File: src/rtl/ram_arbiter_rr.sv
// ram_arbiter_rr: round-robin arbiter from NCH per-channel request FIFOs onto a single RAM port.
// Requests that hit the MMIO window bypass RAM and complete in one cycle on the MMIO port.
module ram_arbiter_rr #(
    parameter int            NCH       = 2,
    parameter int            AW        = 64,
    parameter int            DW        = 64,
    parameter int            DEPTH     = 2,
    parameter logic [AW-1:0] MMIO_BASE = 64'h0000_0000_0200_0000,
    parameter logic [AW-1:0] MMIO_MASK = 64'hFFFF_FFFF_FFFF_0000
) (
    input  logic              clk,
    input  logic              rst_n,
    input  logic [NCH-1:0]    i_req_valid,
    output logic [NCH-1:0]    o_req_ready,
    input  logic [NCH*AW-1:0] i_req_addr,
    input  logic [NCH-1:0]    i_req_wen,
    input  logic [NCH*DW-1:0] i_req_wdata,
    input  logic [NCH*3-1:0]  i_req_size,
    output logic [NCH-1:0]    o_rsp_valid,
    output logic [DW-1:0]     o_rsp_rdata,
    output logic              o_ram_valid,
    output logic [AW-1:0]     o_ram_addr,
    output logic              o_ram_wen,
    output logic [DW-1:0]     o_ram_wdata,
    output logic [2:0]        o_ram_size,
    input  logic              i_ram_ready,
    input  logic [DW-1:0]     i_ram_rdata,
    output logic              o_mmio_valid,
    output logic [AW-1:0]     o_mmio_addr,
    output logic              o_mmio_wen,
    output logic [DW-1:0]     o_mmio_wdata,
    input  logic [DW-1:0]     i_mmio_rdata
);

    localparam int PW = (DEPTH > 1) ? $clog2(DEPTH) : 1;
    localparam int CW = $clog2(DEPTH) + 1;
    localparam int GW = $clog2(NCH);
    localparam int EW = AW + 1 + DW + 3;

    typedef enum logic [1:0] {
        ST_IDLE = 2'd0,
        ST_RAM  = 2'd1,
        ST_MMIO = 2'd2
    } state_t;

    // FIFO storage: each entry is {addr, wen, wdata, size}
    logic [EW-1:0]  fifo_mem_r [NCH][DEPTH];
    logic [PW-1:0]  wr_ptr_r   [NCH];
    logic [PW-1:0]  rd_ptr_r   [NCH];
    logic [CW-1:0]  count_r    [NCH];
    logic [EW-1:0]  entry_s    [NCH];
    logic [NCH-1:0] full_s;
    logic [NCH-1:0] empty_s;
    logic [NCH-1:0] push_s;
    logic [NCH-1:0] pop_s;

    state_t         state_r;
    state_t         state_nxt_s;
    logic [GW-1:0]  grant_r;
    logic [GW-1:0]  ptr_r;

    logic           hi_found_s;
    logic           lo_found_s;
    logic [GW-1:0]  hi_g_s;
    logic [GW-1:0]  lo_g_s;
    logic           arb_any_s;
    logic [GW-1:0]  arb_g_s;

    logic [EW-1:0]  head_s;
    logic [AW-1:0]  head_addr_s;
    logic           head_wen_s;
    logic [DW-1:0]  head_wdata_s;
    logic [2:0]     head_size_s;
    logic           mmio_hit_s;

    logic           rsp_fire_s;
    logic [NCH-1:0] rsp_valid_s;
    logic [DW-1:0]  rsp_rdata_s;

    logic           ram_valid_r;
    logic [AW-1:0]  ram_addr_r;
    logic           ram_wen_r;
    logic [DW-1:0]  ram_wdata_r;
    logic [2:0]     ram_size_r;
    logic           mmio_valid_r;
    logic [AW-1:0]  mmio_addr_r;
    logic           mmio_wen_r;
    logic [DW-1:0]  mmio_wdata_r;

    function automatic logic [PW-1:0] ptr_inc(input logic [PW-1:0] p);
        if (p == PW'(DEPTH - 1)) begin
            return {PW{1'b0}};
        end else begin
            return p + PW'(1'b1);
        end
    endfunction

    // Request packing, FIFO status flags and push enables
    always_comb begin
        for (int c = 0; c < NCH; c++) begin
            entry_s[c] = {i_req_addr[c*AW +: AW], i_req_wen[c],
                          i_req_wdata[c*DW +: DW], i_req_size[c*3 +: 3]};
            full_s[c]  = (count_r[c] == CW'(DEPTH));
            empty_s[c] = (count_r[c] == {CW{1'b0}});
            push_s[c]  = i_req_valid[c] & ~full_s[c];
        end
    end

    assign o_req_ready = ~full_s;
    assign pop_s       = rsp_valid_s;

    // Per-channel FIFO storage, pointers and occupancy
    always_ff @(posedge clk or negedge rst_n) begin
        if (!rst_n) begin
            for (int c = 0; c < NCH; c++) begin
                wr_ptr_r[c] <= {PW{1'b0}};
                rd_ptr_r[c] <= {PW{1'b0}};
                count_r[c]  <= {CW{1'b0}};
                for (int d = 0; d < DEPTH; d++) begin
                    fifo_mem_r[c][d] <= {EW{1'b0}};
                end
            end
        end else begin
            for (int c = 0; c < NCH; c++) begin
                if (push_s[c]) begin
                    fifo_mem_r[c][wr_ptr_r[c]] <= entry_s[c];
                    wr_ptr_r[c]                <= ptr_inc(wr_ptr_r[c]);
                end
                if (pop_s[c]) begin
                    rd_ptr_r[c] <= ptr_inc(rd_ptr_r[c]);
                end
                case ({push_s[c], pop_s[c]})
                    2'b10:   count_r[c] <= count_r[c] + CW'(1'b1);
                    2'b01:   count_r[c] <= count_r[c] - CW'(1'b1);
                    default: count_r[c] <= count_r[c];
                endcase
            end
        end
    end

    // Round-robin scan: lowest non-empty index at/above ptr, else lowest below it (wrap)
    always_comb begin
        hi_found_s = 1'b0;
        lo_found_s = 1'b0;
        hi_g_s     = {GW{1'b0}};
        lo_g_s     = {GW{1'b0}};
        for (int c = NCH - 1; c >= 0; c--) begin
            hi_g_s     = (!empty_s[c] && (GW'(c) >= ptr_r)) ? GW'(c) : hi_g_s;
            hi_found_s = hi_found_s | (!empty_s[c] && (GW'(c) >= ptr_r));
            lo_g_s     = (!empty_s[c] && (GW'(c) < ptr_r)) ? GW'(c) : lo_g_s;
            lo_found_s = lo_found_s | (!empty_s[c] && (GW'(c) < ptr_r));
        end
        arb_any_s = hi_found_s | lo_found_s;
        arb_g_s   = hi_found_s ? hi_g_s : lo_g_s;
    end

    assign head_s       = fifo_mem_r[arb_g_s][rd_ptr_r[arb_g_s]];
    assign head_addr_s  = head_s[EW-1 -: AW];
    assign head_wen_s   = head_s[DW+3];
    assign head_wdata_s = head_s[DW+2:3];
    assign head_size_s  = head_s[2:0];
    assign mmio_hit_s   = ((head_addr_s & MMIO_MASK) == (MMIO_BASE & MMIO_MASK));

    // Next-state decode
    always_comb begin
        state_nxt_s = state_r;
        case (state_r)
            ST_IDLE: begin
                if (arb_any_s && mmio_hit_s) begin
                    state_nxt_s = ST_MMIO;
                end else if (arb_any_s) begin
                    state_nxt_s = ST_RAM;
                end else begin
                    state_nxt_s = ST_IDLE;
                end
            end
            ST_RAM: begin
                if (i_ram_ready) begin
                    state_nxt_s = ST_IDLE;
                end else begin
                    state_nxt_s = ST_RAM;
                end
            end
            ST_MMIO: state_nxt_s = ST_IDLE;
            default: state_nxt_s = ST_IDLE;
        endcase
    end

    // Completion: same-cycle response to the granted channel, which also pops its FIFO
    always_comb begin
        rsp_fire_s  = 1'b0;
        rsp_rdata_s = {DW{1'b0}};
        case (state_r)
            ST_RAM: begin
                rsp_fire_s  = i_ram_ready;
                rsp_rdata_s = i_ram_rdata;
            end
            ST_MMIO: begin
                rsp_fire_s  = 1'b1;
                rsp_rdata_s = i_mmio_rdata;
            end
            default: begin
                rsp_fire_s  = 1'b0;
                rsp_rdata_s = {DW{1'b0}};
            end
        endcase
        rsp_valid_s = rsp_fire_s ? (NCH'(1'b1) << grant_r) : {NCH{1'b0}};
    end

    assign o_rsp_valid = rsp_valid_s;
    assign o_rsp_rdata = rsp_rdata_s;

    // State, grant/pointer and registered RAM/MMIO request outputs
    always_ff @(posedge clk or negedge rst_n) begin
        if (!rst_n) begin
            state_r      <= ST_IDLE;
            grant_r      <= {GW{1'b0}};
            ptr_r        <= {GW{1'b0}};
            ram_valid_r  <= 1'b0;
            ram_addr_r   <= {AW{1'b0}};
            ram_wen_r    <= 1'b0;
            ram_wdata_r  <= {DW{1'b0}};
            ram_size_r   <= 3'd0;
            mmio_valid_r <= 1'b0;
            mmio_addr_r  <= {AW{1'b0}};
            mmio_wen_r   <= 1'b0;
            mmio_wdata_r <= {DW{1'b0}};
        end else begin
            state_r      <= state_nxt_s;
            ram_valid_r  <= (state_nxt_s == ST_RAM);
            mmio_valid_r <= (state_nxt_s == ST_MMIO);
            if ((state_r == ST_IDLE) && arb_any_s) begin
                grant_r <= arb_g_s;
                ptr_r   <= (arb_g_s == GW'(NCH - 1)) ? {GW{1'b0}} : (arb_g_s + GW'(1'b1));
                if (mmio_hit_s) begin
                    mmio_addr_r  <= head_addr_s;
                    mmio_wen_r   <= head_wen_s;
                    mmio_wdata_r <= head_wdata_s;
                end else begin
                    ram_addr_r   <= head_addr_s;
                    ram_wen_r    <= head_wen_s;
                    ram_wdata_r  <= head_wdata_s;
                    ram_size_r   <= head_size_s;
                end
            end
        end
    end

    assign o_ram_valid  = ram_valid_r;
    assign o_ram_addr   = ram_addr_r;
    assign o_ram_wen    = ram_wen_r;
    assign o_ram_wdata  = ram_wdata_r;
    assign o_ram_size   = ram_size_r;
    assign o_mmio_valid = mmio_valid_r;
    assign o_mmio_addr  = mmio_addr_r;
    assign o_mmio_wen   = mmio_wen_r;
    assign o_mmio_wdata = mmio_wdata_r;

endmodule

File: config.mk
export PLATFORM = sky130hd
export DESIGN_NAME = ram_arbiter_rr
export DESIGN_NICKNAME = d
export VERILOG_FILES = /design/src/rtl/ram_arbiter_rr.sv
export SDC_FILE = /design/constraint.sdc
export NUM_CORES = 1
export LEC_CHECK = 0
export BUFFER_PORTS_ARGS = -buffer_cell sky130_fd_sc_hd__buf_4
export CELL_PAD_IN_SITES_DETAIL_PLACEMENT = 0
export CELL_PAD_IN_SITES_GLOBAL_PLACEMENT = 1
export CORE_MARGIN = 2
export CORE_UTILIZATION = 48
export DETAILED_ROUTE_END_ITERATION = 7
export PLACE_DENSITY_LB_ADDON = 0.1
export RECOVER_POWER = 100
export SYNTH_ARGS = -nofsm -noshare
export SYNTH_HDL_FRONTEND = slang
export SYNTH_SLANG_ARGS = --single-unit
File: constraint.sdc
create_clock -name clk -period 4.6 [get_ports clk]
set_input_delay 1.15 -clock clk [delete_from_list [all_inputs] [get_ports clk]]
set_output_delay 1.15 -clock clk [all_outputs]
set_load 0.1 [all_outputs]
==> metrics.md <==
| Metric | Value |
|---|---|
| Post-synthesis sequential area ratio | 54.7% |
| Number of global-route vias before repair | 28053 |
| CTS tree | done |
| Area Overhead vs Synth | 21.8% |
| Top_reg_cell synth | dfrtp_1 |
| Synth warn | 0 |
| Final setup viols | 0 |
| Path type of the worst setup path | reg -> out |
| Clock Path Buffers | 3 |
| Grt total ovfl | 0 |
| Die area | 78700 µm² |
| Syn Nets | 3390 |
| Crit end category | output pin |
| Cts hold-fix bufs | 0 |
| Crit-path max cell delay | 870 ps |
| Synth area leader | dfrtp_1 |
| Clk sinks | 803 |
| Vias post-DR | 27302 |
| Pre-Repair DR Iteration Count | 5 |
| Htree depth | 3 |
| Distinct cell type count after synthesis | 49 |
| CP Launch Type | flip-flop |
| Crit-path max FO | 29 |
| Crit path DAT | ~3100 ps |
| Share of synthesized registers carrying an async set or reset | 100% |
| I/O Buffers | 727 |
| Initial antenna violation count | 33 |
| Routed wire length per instance | between 20 and 30 µm |
| Rows | around 100 |
| Starting Density | 48.4% |
| Clk root buf | clkbuf_16 |
| Tmin final | 4290 ps |
| Cell area power density | 864 nW/µm² |
| CP required | approximately 3500 ps |
| Filler cells | 6464 |
| Hold Vio Cnt, Final | 0 |
| Reg2Reg Depth | 7 |
| Post-synth EDFFs | 0 |
| Die W | between 200 and 300 µm |
| Post CTS Setup Buffer Count | 0 |
| Layout cell share with drive strength beyond 1 | 33.0% |
| Failing checks | capacitance limit, slew limit |
| WHS Path Cells | 1 |
| Core area | between 70000 and 80000 µm² |
| RSZ-0062 raised after global routing | no |
| Final antenna-violating net count | 0 |
| Status | finished with violations |
| Tcrit/Tclk final | 93.2% |
| Worst Hold Class | reg -> reg |
| Slew HR | -140% |
| Syn avg cell area | 12.3 µm² |
| Worst Skew | around 27 ps |
| Least-Margin Pin Slew | 3600 ps |
| Synthesized instance count | 2988 |
| DR vias/cell | around 5.8 |
| Leading post-synthesis cells by cell area | dfrtp_1, mux2_2, mux2i_1 |
| CTS clk-pin slew, worst paths | ~60 ps |
| Fin Setup TNS | 0 ps |
| Seq cells post-synth | 803 |
| Ports | roughly 730 |
| GRT Overall Usage | a little under a third |
| Max Cap Viol | 10 |
| DP Wirelength | 87.3 mm |
| Routed wire length | 125 mm |
| Post-CTS sizing | 0 |
| Critical Path, Cell by Cell | inv_1, ha_1, nor2b_1, clkbuf_2 |
| Drt drc | 0 |
| Design area | 44700 µm² |
| RD Place Congestion | 0.886 |
| Post-synth top area share | a little over half |
| Clk_lat worst skew | 620 ps |
| DP Area | approximately 43000 µm² |
| Largest net degree at the start of global routing | 136 |
| First-iteration detailed-routing DRC count | 1886 |
| Placement Setup Slack | 899 ps |
| Synthesized area | 36700 µm² |
| Slowest CP cell | ha_1 |
| Die height | between 200 and 300 µm |
| Final worst slack | about 310 ps |
| First-pass GRT wire length | 183 mm |
| Pins Over Slew Limit | between 400 and 500 |
| Leak pwr | 19.9 nW |
| FMAX | roughly 0.23 GHz |
| Total CTS buffers | slightly below 90 |
| Maximum vdd drop | 0.511 mV |
| Final net count | 4033 |
sequential cells by signal, summed over array words and instances, names as in the netlist:
name,cells
fifo_mem_r,528
o_ram_wen,1
o_ram_valid,1
wr_ptr_r,2
grant_r,1
rd_ptr_r,2
o_ram_wdata,64
count_r,4
o_mmio_valid,1
o_ram_size,3
o_mmio_wdata,64
o_mmio_wen,1
ptr_r,1
o_mmio_addr,64
o_ram_addr,64
state_r,2
metal layers:
metal	track usage [%]	routed length, µm	up-vias
met1	37.2	48000	13954
li1	-	-	12109
met5	0	107	-
met2	52.1	62100	946
met4	16.5	6300	16
met3	7.83	8890	277
cells in the final DEF, fill, tap and decap left out, drive strengths merged, types with 3 or more instances in the layout:
master,synthesis,final
mux2i,177,177
xnor2,6,6
o21ai,5,5
buf,97,446
xor2,4,4
mux2,615,615
diode,0,24
nand2,298,298
nand3,90,90
bufinv,0,11
nand2b,5,5
clkinv,0,20
nor2b,149,149
clkinvlp,0,5
nand4,133,133
o211ai,89,89
nor3,9,9
and2,49,49
inv,2,4
a21oi,87,87
a211oi,84,84
dfrtp,803,803
ha,5,5
nor4,24,24
nor4b,6,6
a22oi,65,65
a22o,5,5
clkbuf,147,474
o22ai,3,3
nor2,15,15
cells by family after synthesis:
logic type,share of synthesized area (%)
flip-flops,54.7
multiplexers,24.4
AND/OR/NAND/NOR,11.0
AO/OA/AOI/OAI,6.55
buffers and inverters,2.93
XOR/XNOR,0.239
adder cells (fa/ha/maj),0.170
critical path: cells and delay by family (launching register included):
kind                     cells  cell delay [ps]
adder cells (fa/ha/maj)      1              870
buffers and inverters        2              670
AND/OR/NAND/NOR              1              590
flip-flops                   1              360
path summary, 6_finish.rpt:
| path | from | to | slack (ps) |
|---|---|---|---|
| hold reg to reg | o_mmio_addr[25] | o_mmio_addr[25] | 480 |
| setup / recovery | state_r[1] | o_rsp_rdata[62] | 310 |
| setup reg to reg | rd_ptr_r[1] | o_mmio_wdata[46] | 360 |
| hold / removal | o_mmio_addr[25] | o_mmio_addr[25] | 480 |
| min in group asynchronous | rst_n | o_mmio_addr[36] | 1750 |
| max in group asynchronous | rst_n | fifo_mem_r[126] | 680 |
Yosys cell counts, drive strengths merged (2+ instances only):
| master | instances |
|---|---|
| and2 | 49 |
| o22ai | 3 |
| ha | 5 |
| o211ai | 89 |
| xor2 | 4 |
| nand4 | 133 |
| mux2i | 177 |
| o21ai | 5 |
| nor2 | 15 |
| nor2b | 149 |
| nor4 | 24 |
| buf | 97 |
| clkbuf | 147 |
| nor3 | 9 |
| xnor2 | 6 |
| a22o | 5 |
| inv | 2 |
| a21oi | 87 |
| nand2 | 298 |
| mux2 | 615 |
| nand3 | 90 |
| dfrtp | 803 |
| a22oi | 65 |
| a211oi | 84 |
| nor4b | 6 |
| nand2b | 5 |
cell type report:
type / instances / area (µm²) / share of cell area, %
Tap cell: 978 / 1220 / 2.74
Antenna cell: 24 / 60.1 / 0.134
Multi-Input combinational cell: 1939 / 15300 / 34.3
Clock inverter: 38 / 504 / 1.13
Timing Repair Buffer: 798 / 4920 / 11.0
Sequential cell: 803 / 20100 / 45.0
Clock buffer: 123 / 2550 / 5.69
Inverter: 2 / 7.51 / 0.0168
through the flow:
step	utilization, %	total power, mW	hold WS, ps	cells
2_1_floorplan	-	26.4	464	2988
3_3_place_gp	57.0	31.4	464	4520
3_5_place_dp	57.0	32.0	463	4520
4_1_cts	61.0	39.4	477	4681
5_1_grt	59.0	40.5	495	4703
6_report	59.0	38.6	479	4705
power by group:
group,leakage (nW),internal [mW],switching [mW],total (mW)
clock network,1.50,4.48,2.92,7.40
logic,8.65,5.99,12.9,18.8
registers,9.80,10.2,2.19,12.4
No activity file was read; power rests on OpenSTA's default activity.
